==> config.mk <==
export PLATFORM = sky130hd
export DESIGN_NAME = fetch_pc_ifid
export DESIGN_NICKNAME = d
export VERILOG_FILES = /design/src/rtl/fetch_pc_ifid.sv
export SDC_FILE = /design/constraint.sdc
export NUM_CORES = 1
export LEC_CHECK = 0
export BUFFER_PORTS_ARGS = -buffer_cell sky130_fd_sc_hd__buf_2
export CAP_MARGIN = 40
export CORE_MARGIN = 3
export CORE_UTILIZATION = 48
export CTS_BUF_LIST = sky130_fd_sc_hd__clkbuf_8 sky130_fd_sc_hd__clkbuf_16
export DETAILED_ROUTE_END_ITERATION = 7
export PLACE_DENSITY = 0.87
export SLEW_MARGIN = 30
export SYNTH_ARGS = -nofsm -noshare
export SYNTH_HDL_FRONTEND = slang
export SYNTH_SLANG_ARGS = --single-unit
==> constraint.sdc <==
create_clock -name clk -period 2.2 [get_ports clk]
set_clock_uncertainty 0.05 [all_clocks]
set_input_delay 0.11 -clock clk [delete_from_list [all_inputs] [get_ports clk]]
set_output_delay 0.11 -clock clk [all_outputs]
set_load 0.005 [all_outputs]
==> src/rtl/fetch_pc_ifid.sv <==
// rtl/fetch_pc_ifid.sv - MIPS IF stage: PC register, IF/ID pipeline register, stall/flush/redirect.
// Optional FETCH_PERF_CNT_EN adds fetch/stall/squash event counters.
module fetch_pc_ifid #(
  parameter logic [31:0] RESET_PC = 32'h0000_0000,
  parameter logic [31:0] NOP_WORD = 32'h0000_0000
) (
  input  logic        clk,
  input  logic        reset,
  input  logic        stall,
  input  logic        flush,
  input  logic        branch_taken,
  input  logic [31:0] branch_target,
  input  logic        jump,
  input  logic [31:0] jump_target,
  input  logic [31:0] IR,
  output logic [31:0] PC,
  output logic [31:0] ifid_IR,
  output logic [31:0] ifid_PC4,
  output logic        ifid_valid
`ifdef FETCH_PERF_CNT_EN
  ,
  output logic [31:0] fetch_cnt,
  output logic [31:0] stall_cnt,
  output logic [31:0] squash_cnt
`endif
);

  logic [31:0] pc_q, pc_d;
  logic [31:0] ir_q, ir_d;
  logic [31:0] pc4_q, pc4_d;
  logic        valid_q, valid_d;

  logic        redirect;
  logic [31:0] redirect_pc;
  logic [31:0] pc_plus4;

  assign redirect    = jump | branch_taken;
  // Jump wins over a simultaneous taken branch; targets are word-aligned.
  assign redirect_pc = (jump ? jump_target : branch_target) & 32'hFFFF_FFFC;
  assign pc_plus4    = pc_q + 32'd4;

  always_comb begin
    pc_d    = pc_q;
    ir_d    = ir_q;
    pc4_d   = pc4_q;
    valid_d = valid_q;
    if (redirect) begin
      pc_d    = redirect_pc;
      ir_d    = NOP_WORD;
      pc4_d   = 32'd0;
      valid_d = 1'b0;
    end else if (stall) begin
      if (flush) begin
        ir_d    = NOP_WORD;
        pc4_d   = 32'd0;
        valid_d = 1'b0;
      end
    end else if (flush) begin
      pc_d    = pc_plus4;
      ir_d    = NOP_WORD;
      pc4_d   = 32'd0;
      valid_d = 1'b0;
    end else begin
      pc_d    = pc_plus4;
      ir_d    = IR;
      pc4_d   = pc_plus4;
      valid_d = 1'b1;
    end
  end

  always_ff @(posedge clk) begin
    if (reset) begin
      pc_q    <= RESET_PC;
      ir_q    <= NOP_WORD;
      pc4_q   <= 32'd0;
      valid_q <= 1'b0;
    end else begin
      pc_q    <= pc_d;
      ir_q    <= ir_d;
      pc4_q   <= pc4_d;
      valid_q <= valid_d;
    end
  end

  assign PC         = pc_q;
  assign ifid_IR    = ir_q;
  assign ifid_PC4   = pc4_q;
  assign ifid_valid = valid_q;

`ifdef FETCH_PERF_CNT_EN
  logic [31:0] fetch_cnt_q, fetch_cnt_d;
  logic [31:0] stall_cnt_q, stall_cnt_d;
  logic [31:0] squash_cnt_q, squash_cnt_d;

  always_comb begin
    fetch_cnt_d  = fetch_cnt_q;
    stall_cnt_d  = stall_cnt_q;
    squash_cnt_d = squash_cnt_q;
    if (valid_d) fetch_cnt_d = fetch_cnt_q + 32'd1;
    if (stall && !redirect) stall_cnt_d = stall_cnt_q + 32'd1;
    if (redirect) squash_cnt_d = squash_cnt_q + 32'd1;
  end

  always_ff @(posedge clk) begin
    if (reset) begin
      fetch_cnt_q  <= 32'd0;
      stall_cnt_q  <= 32'd0;
      squash_cnt_q <= 32'd0;
    end else begin
      fetch_cnt_q  <= fetch_cnt_d;
      stall_cnt_q  <= stall_cnt_d;
      squash_cnt_q <= squash_cnt_d;
    end
  end

  assign fetch_cnt  = fetch_cnt_q;
  assign stall_cnt  = stall_cnt_q;
  assign squash_cnt = squash_cnt_q;
`endif

endmodule

==> metrics, run 1 <==
total iterations of the first detailed-routing run=5; gp weighted congestion=0.924; Max stage delay on crit path=0.48 ns; P_leak=0.00293 uW; CP bufs+invs=1; slowest CP cell=dfxtp_1; share of layout cells above drive strength 1=0.321; part of the power in registers=0.499; synthesized area=4730 sq um; ANT cells=0; Max Cap Viol=0; Synth cell types=55; GRT overflow=0; max_slew headroom=0.647; vias post-DR=5276; Worst Hold Path Cells=3; vias in the first global route=5174; Switch Pwr=1060 uW; combinational share of power=0.189; CTS sink cnt=93; full die area=11100 sq um; initial antenna violation count=0; Final Hold Viols=0; Hold Path End=ifid_PC4[20]; Core Area=9420 sq um; Hold Slack=0.0103 ns; pin count of the biggest net entering global routing=62; Max clock buf depth=2; Pwr Density=553 nW/um^2; Hold WC Path Type=input port to flop; Worst R2R Start=PC[5]; first-pass GRT wire length=25.9 mm; Syn. warnings=0; Tmin final=2.08 ns; Wirelength per Cell=17.2 um; worst skew pair latency=0.36 ns; pre-CTS WS=0.104 ns; Post-DRT Antenna Nets=0; DR DRC count=0; clk root buf=clkbuf_8; Mean Syn Cell Area=8.19 sq um; CP Class=flop to flop; setup TNS=0 ns; RSZ-0062 raised after global routing=false; CP endpoint kind=flop; Worst R2R Path Depth=6; Worst R2R Setup Slack=0.12 ns; Int Pwr=2520 uW; Area after DPL=5910 sq um; Synth-to-Final Area Change=37.0%; Primary FF master, synth=dfxtp_1; Mapped Cells=578; H-tree depth=3; total CTS buffers=9; post-synthesis register bit count=93; initial DRC count=387; row cnt=35; nets@finish=904; CP Launch Point=PC[5]; top achievable clock speed=482 MHz; DR vias/cell=5.64; Total GRT Usage=0.287; Die H=105 um; CTS tree=yes; I/O pin total=199; fill count=740; post-route cell area=6480 sq um; Pins Over Slew Limit=0; clock network fraction of total power=0.313; cell repeated most along the worst path=nor3_1; reg2reg end=PC[19]; Slew @ Worst Pin=0.528 ns; min-delay src=flush; asr flop ratio synth=0; number of setup buffers added after CTS=0; post-DP HPWL=11.2 mm; delay-heaviest family, CP=simple AND/OR/NAND/NOR gates; Worst EP required=2.38 ns; Total Wirelength=16.1 mm; worst setup margin=0.123 ns; switching share of power=0.296; status=complete, no violations; CP max FO=10; # port buffers=190; Critical Path, Cell by Cell=and4_1 > buf_4 > nand4_1 > o21a_1 > nor3_1 > nor3_1; Worst-path clk slew=0.10 ns; fin crit share=0.944; maximum vdd drop=429 uV; Initial Utilization=0.503; sequential share of the synthesized area=0.393; EDFF count, synth=0; Arrival @ worst endpoint=2.26 ns; Worst Setup Start Kind=flop; Final setup violation count=0; die width=105 um; Total Power=3580 uW
## synth_stat cells, types with 2 or more instances
cell type,instances,area (sq um)
nand4_1,9,56.3
nand3_1,13,65.1
nand2b_1,5,31.3
nand2_1,43,161
dfxtp_1,93,1860
o22ai_1,8,50.1
a211oi_1,7,52.6
nand3b_1,4,30.0
o211ai_1,4,30.0
nor3_2,4,40.0
nor3_1,17,85.1
and4_1,8,70.1
a22oi_1,6,45.0
and3_1,4,25.0
buf_1,7,26.3
buf_4,4,30.0
o31ai_1,3,22.5
or3_1,3,18.8
mux2i_1,40,400
nor4_1,4,25.0
xor2_1,11,96.3
clkbuf_1,34,128
xnor2_1,19,166
nor4_2,3,37.5
nor2b_1,3,18.8
buf_2,6,30.0
and2_1,4,25.0
o21ai_0,36,180
a21oi_1,72,360
nor2_1,65,244
o21a_1,7,52.6
o21ai_1,2,10.0
o31a_1,2,17.5
inv_1,7,26.3
## power groups by stage
stage | logic, uW | clock network, uW | registers [uW]
6_report | 676 | 1120 | 1790
5_1_grt | 740 | 1190 | 1790
4_1_cts | 663 | 1130 | 1780
3_5_place_dp | 609 | 0 | 1820
3_3_place_gp | 593 | 0 | 1820
2_1_floorplan | 332 | 0 | 1830
## worst min-delay path, delay by kind of cell
family                 cells  cell delay [ns]
buffers and inverters      1             0.09
AND/OR/NAND/NOR            1             0.12
AO/OA/AOI/OAI              1             0.05
## registers in the layout (all words and copies together), names as in the netlist
name,count
ifid_valid,1
ifid_PC4,30
ifid_IR,32
PC,30
## cells in the final DEF, fill, tap and decap left out, types with 4 or more instances in the layout
master         instances
nor3_2                 4
dlygate4sd3_1         36
nand4_1                9
inv_1                  7
nand2b_1               5
buf_4                 34
xnor2_1               19
xor2_1                11
and2_1                 4
mux2i_1               40
and4_1                 8
o21ai_0               36
o22ai_1                8
nor2_1                65
dfxtp_1               92
nand3b_1               4
a22oi_1                6
o211ai_1               4
conb_1                 4
nand2_1               43
a21oi_1               72
a211oi_1               7
nor3_1                17
and3_1                 4
nand3_1               12
buf_2                190
o21a_1                 7
clkbuf_8              10
## metrics by stage
| stage | std cells | utilization |
|---|---|---|
| 5_1_grt | 935 | 0.689 |
| 3_5_place_dp | 883 | 0.628 |
| 3_3_place_gp | 883 | 0.628 |
| 2_1_floorplan | 581 | - |
| 4_1_cts | 935 | 0.687 |
| 6_report | 935 | 0.689 |
## cells by family (layout without fill, tap and decap cells)
logic type | Yosys count | after routing | share of synthesized area
other cells | 1 | 4 | 0.000792
mux | 40 | 40 | 0.0846
simple gates | 197 | 197 | 0.217
xor+xnor | 30 | 30 | 0.0555
buf+inv | 59 | 284 | 0.0531
compound gates | 157 | 157 | 0.193
fa+ha+maj | 1 | 1 | 0.00264
flops | 93 | 93 | 0.393
## how the worst max path moves through the flow
stage | to | depth (start not counted) | slack (ns)
final | PC[19] | 6 | 0.12
after global routing | ifid_PC4[19] | 6 | 0.04
after CTS | ifid_PC4[26] | 5 | 0.05
after detailed placement | PC[26] | 5 | 0.10
after global placement | PC[28] | 5 | 0.19
after floorplan | PC[30] | 7 | 0.22
## what timing repair did
| action | CTS | global route |
|---|---|---|
| hold endpoints to repair | 36 | 0 |
| hold buffers | 36 | 0 |
| setup endpoints to repair | 0 | 4 |
| resized for setup | 0 | 4 |
## final cells by class
cell class                      count  area (sq um)  area share
Sequential cell                    93          1860       0.287
Tap cell                          129           161      0.0249
Multi-Input combinational cell    429          2650       0.409
Timing Repair Buffer              261          1590       0.245
Clock inverter                      6          57.6     0.00888
Clock buffer                       10           138      0.0212
Inverter                            7          26.3     0.00405
## metal layers
layer | vias up | wire length (um) | track usage
met4 | 0 | 489 | 0.122
met2 | 298 | 7940 | 0.485
met3 | 46 | 1350 | 0.0459
met1 | 2445 | 6310 | 0.362
met5 | - | 0 | 0
li1 | 2487 | - | -
No activity file was read; power rests on OpenSTA's default activity.
==> run 2, diff against run 1 <==
- PLACE_DENSITY: 0.87 -> 0.8
==> metrics, run 2 (synthesis gave the netlist of run 1 again) <==
pin count of the biggest net entering global routing=62 (unchanged); pre-CTS WS=0.103 ns (was 0.104 ns); DR DRC count=0 (unchanged); switching share of power=0.287 (was 0.296); share of layout cells above drive strength 1=0.332 (was 0.321); row cnt=35 (unchanged); vias in the first global route=5224 (was 5174); CP endpoint kind=flop (unchanged); Core Area=9420 sq um (unchanged); Total GRT Usage=0.283 (was 0.287); Worst-path clk slew=0.10 ns (about the same); worst setup margin=0.0355 ns (was 0.123 ns); I/O pin total=199 (unchanged); clock network fraction of total power=0.323 (was 0.313); total iterations of the first detailed-routing run=5 (unchanged); Max clock buf depth=2 (unchanged); Post-DRT Antenna Nets=0 (unchanged); final core utilization=0.701 (was 0.689); wl on met1=6.44 mm (was 6.31 mm); Max stage delay on crit path=0.59 ns (was 0.48 ns); Max Cap Viol=0 (unchanged); first-pass GRT wire length=25.6 mm (was 25.9 mm); WL met2=7.75 mm (was 7.94 mm); initial DRC count=380 (was 387); nets@finish=918 (was 904); Pwr Density=552 nW/um^2 (was 553 nW/um^2); Final Hold Viols=0 (unchanged); slowest CP cell=or4_4 (was dfxtp_1); Die H=105 um (unchanged); initial antenna violation count=0 (unchanged); Pins Over Slew Limit=0 (unchanged); Worst Setup Start Kind=flop (unchanged); most frequent cells in the layout=buf_2 (190), dfxtp_1 (91), a21oi_1 (72), nor2_1 (65), buf_4 (45) (was buf_2 (190), dfxtp_1 (92), a21oi_1 (72), nor2_1 (65), nand2_1 (43)); Synth-to-Final Area Change=39.5% (was 37.0%); DR vias/cell=5.61 (was 5.64); P_leak=0.00300 uW (was 0.00293 uW); fin crit share=0.984 (was 0.944); CP max FO=6 (was 10); DR top layer=met4 (unchanged); Worst EP required=2.39 ns (was 2.38 ns); part of the power in registers=0.491 (was 0.499); Total Wirelength=16.1 mm (about the same); worst skew pair latency=0.37 ns (was 0.36 ns); max reg flops=32 (unchanged); # port buffers=190 (unchanged); maximum vdd drop=400 uV (was 429 uV); Initial Utilization=0.503 (unchanged); max_slew headroom=0.614 (was 0.647); Hold WC Path Type=input port to flop (unchanged); DR WL met3=1.35 mm (about the same); Tmin final=2.16 ns (was 2.08 ns); Arrival @ worst endpoint=2.36 ns (was 2.26 ns); top achievable clock speed=462 MHz (was 482 MHz); CP Class=flop to flop (unchanged); setup TNS=0 ns (unchanged); GRT overflow=0 (unchanged); clk root buf=clkbuf_8 (unchanged); Slew @ Worst Pin=0.578 ns (was 0.528 ns); Switch Pwr=1040 uW (was 1060 uW); combinational share of power=0.187 (was 0.189); CTS sink cnt=93 (unchanged); most common cell after layout, fill and taps aside=buf_2 (unchanged); Final setup violation count=0 (unchanged); total CTS buffers=9 (unchanged); fill count=747 (was 740); vias post-DR=5325 (was 5276); post-DP HPWL=11.0 mm (was 11.2 mm); H-tree depth=3 (unchanged); die width=105 um (unchanged); Int Pwr=2600 uW (was 2520 uW); status=complete, no violations (unchanged); ANT cells=0 (unchanged); Critical Path, Cell by Cell=nand4_1 > or4_4 > clkbuf_2 > buf_4 > o31a_1 > o21ai_1 > a21oi_1 (was and4_1 > buf_4 > nand4_1 > o21a_1 > nor3_1 > nor3_1); CTS tree=yes (unchanged); gp weighted congestion=0.916 (was 0.924); full die area=11100 sq um (unchanged); Wirelength per Cell=17.0 um (was 17.2 um)
run 2: stage by stage:
stage          power, uW  instance area (sq um)  hold slack (ns)  std cells
2_1_floorplan       2160                   4750            0.204        581
3_3_place_gp        2420                   5950            0.289        889
3_5_place_dp        2440                   5950            0.301        889
4_1_cts             3640                   6510         0.000632        941
5_1_grt             3790                   6600          0.00820        949
6_report            3640                   6600          0.00550        949
run 2: area by class of cell:
class,instances,area [sq um],share of cell area
Multi-Input combinational cell,429,2640,0.399
Clock buffer,9,124,0.0188
Sequential cell,93,1860,0.282
Clock inverter,7,75.1,0.0114
Inverter,7,26.3,0.00398
Timing Repair Buffer,275,1710,0.260
Tap cell,129,161,0.0244
run 2: routing by layer:
layer  vias up  GRT usage
met1      2441      0.349
met5         -          0
li1       2528          -
met2       305      0.476
met3        51     0.0490
met4         0      0.137
run 2: what timing repair did:
action	CTS	global route
buffers inserted	0	8
gates resized for setup	0	3
setup endpoints to repair	0	4
endpoints found under the hold margin	36	0
hold buffers	36	0
run 2: critical path, delay by kind of cell, from the launching register on:
family / cells / cell delay (ns)
buf+inv: 2 / 0.35
simple gates: 2 / 0.74
compound gates: 3 / 0.52
flops: 1 / 0.39
run 2: power by group through the flow:
stage	registers, uW	clock network (uW)	logic (uW)
after floorplan	1830	0	332
after global placement	1820	0	599
after detailed placement	1820	0	615
after CTS	1780	1190	668
after global routing	1790	1250	748
final	1790	1170	680
run 2: path summary, 6_finish.rpt:
path                                         from           to  slack, ns  cells past startpoint
worst min-delay path            branch_target[22]       PC[22]      0.006                      3
worst max register to register             PC[20]       PC[22]       0.04                      7
worst min register to register        ifid_PC4[7]  ifid_PC4[7]       0.41                      2
worst max-delay path                       PC[20]       PC[22]       0.04                      7
==> run 3, diff against run 2 <==
- CORE_MARGIN: 3 -> unset
==> metrics, run 3 (synthesis gave the netlist of run 1 again) <==
status=complete, no violations (unchanged); Worst Setup Start Kind=flop (unchanged); clk root buf=clkbuf_8 (unchanged); CTS sink cnt=93 (unchanged); Final Hold Viols=0 (unchanged); Total Power=3760 uW (was 3640 uW); switching share of power=0.279 (was 0.287); GR peak layer=met2 (unchanged); H-tree depth=3 (unchanged); DR vias/cell=5.62 (was 5.61); maximum vdd drop=332 uV (was 400 uV); total CTS buffers=9 (unchanged); full die area=10300 sq um (was 11100 sq um); max_slew headroom=0.636 (was 0.614); row cnt=35 (unchanged); dpl cells=886 (was 889); Max Cap Viol=0 (unchanged); Critical Path, Cell by Cell=nand4_1 > or4_4 > nor4_2 > mux2i_1 > o22ai_1 (was nand4_1 > or4_4 > clkbuf_2 > buf_4 > o31a_1 > o21ai_1 > a21oi_1); combinational share of power=0.181 (was 0.187); die width=101 um (was 105 um); fin crit share=0.963 (was 0.984); Total Wirelength=15.7 mm (was 16.1 mm); worst skew pair latency=0.38 ns (was 0.37 ns); P_leak=0.00295 uW (was 0.00300 uW); top achievable clock speed=472 MHz (was 462 MHz); DR DRC count=0 (unchanged); final std cells w/o fill=939 (was 949); Arrival @ worst endpoint=2.31 ns (was 2.36 ns); Max clock buf depth=2 (unchanged); CP Class=flop to flop (unchanged); met1 Track Usage GR=0.378 (was 0.349); Wirelength per Cell=16.7 um (was 17.0 um); GRT overflow=0 (unchanged); pre-CTS WS=0.120 ns (was 0.103 ns); Initial Utilization=0.503 (unchanged); final core utilization=0.693 (was 0.701); Core Area=9420 sq um (unchanged); most common cell after layout, fill and taps aside=buf_2 (unchanged); met3 usage=0.0766 (was 0.0490); pin count of the biggest net entering global routing=49 (was 62); Final setup violation count=0 (unchanged); Hold Slack=0.0263 ns (was 0.00550 ns); clock network fraction of total power=0.344 (was 0.323); nets@finish=908 (was 918); initial DRC count=215 (was 380); post-DP HPWL=10.6 mm (was 11.0 mm); Pwr Density=576 nW/um^2 (was 552 nW/um^2); Worst-path clk slew=0.09 ns (was 0.10 ns); vias in the first global route=5136 (was 5224); worst setup margin=0.0818 ns (was 0.0355 ns); CP max FO=13 (was 6); CP endpoint kind=flop (unchanged); CTS tree=yes (unchanged); share of layout cells above drive strength 1=0.321 (was 0.332); Switch Pwr=1050 uW (was 1040 uW); RSZ-0062 raised after global routing=true; fill count=745 (was 747); vias post-DR=5274 (was 5325); met2 usage=0.511 (was 0.476); Tmin final=2.12 ns (was 2.16 ns); initial antenna violation count=0 (unchanged); max reg flops=32 (unchanged); Post-DRT Antenna Nets=0 (unchanged); part of the power in registers=0.475 (was 0.491); Worst EP required=2.40 ns (was 2.39 ns); Slew @ Worst Pin=0.544 ns (was 0.578 ns); ANT cells=0 (unchanged); Pins Over Slew Limit=0 (unchanged); Hold WC Path Type=input port to flop (unchanged); I/O pin total=199 (unchanged); total iterations of the first detailed-routing run=5 (unchanged); # port buffers=190 (unchanged); Synth-to-Final Area Change=37.8% (was 39.5%); Int Pwr=2710 uW (was 2600 uW); most frequent cells in the layout=buf_2 (190), dfxtp_1 (93), a21oi_1 (72), nor2_1 (65), nand2_1 (43) (was buf_2 (190), dfxtp_1 (91), a21oi_1 (72), nor2_1 (65), buf_4 (45)); Total GRT Usage=0.307 (was 0.283); Die H=101 um (was 105 um); first-pass GRT wire length=24.8 mm (was 25.6 mm); slowest CP cell=or4_4 (unchanged); Max stage delay on crit path=0.58 ns (was 0.59 ns); gp weighted congestion=0.899 (was 0.916)
[run 3: cell types whose count changed in the layout (fill, tap and decap cells not counted), sizes merged]
cell,change
clkbuf,-1
inv,+1
dlygate4sd3,+1
clkinvlp,-1
bufinv,+1
buf,-10
clkinv,-1
[run 3: worst paths after layout]
| path | from | to | slack, ns | cells past startpoint |
|---|---|---|---|---|
| min reg2reg | ifid_PC4[9] | ifid_PC4[9] | 0.41 | 2 |
| max | PC[20] | PC[26] | 0.08 | 5 |
| max reg2reg | PC[20] | PC[26] | 0.08 | 5 |
| min | jump_target[31] | PC[31] | 0.03 | 3 |
[run 3: final cells by class]
cell class,count,area (sq um),area share
timing repair buffer,265,1620,0.248
inverter,7,26.3,0.00403
clock inverter,7,97.6,0.0150
multi-input combinational,429,2640,0.404
sequential,93,1860,0.285
tap,129,161,0.0247
clock buffer,9,124,0.0190
[run 3: worst max-delay path, delay by kind of cell (launching register included)]
family          cells  cell delay [ns]
flops               1             0.44
compound gates      1             0.10
simple gates        3             1.16
mux                 1             0.25
[run 3: layer usage]
metal | part of all wire | wire, um
met1 | 0.41 | 6410
met2 | 0.48 | 7520
met3 | 0.088 | 1390
met4 | 0.026 | 402
met5 | 0 | 0
[run 3: power groups by stage]
stage | registers (uW) | logic, uW | clock network [uW]
after floorplan | 1830 | 332 | 0
after global placement | 1820 | 592 | 0
after detailed placement | 1820 | 605 | 0
after CTS | 1790 | 659 | 1300
after global routing | 1800 | 739 | 1370
final | 1790 | 679 | 1290
[run 3: through the flow]
step	TNS, ns	area (sq um)
2_1_floorplan	0	4750
3_3_place_gp	0	5930
3_5_place_dp	0	5930
4_1_cts	0	6510
5_1_grt	-0.0129	6530
6_report	0	6530
[run 3: timing repair]
action / in CTS / in global routing
gates resized for setup: 0 / 2
setup buffers: 0 / 0
setup endpoints to repair: 0 / 6
hold buffers: 36 / 1
endpoints found under the hold margin: 36 / 1
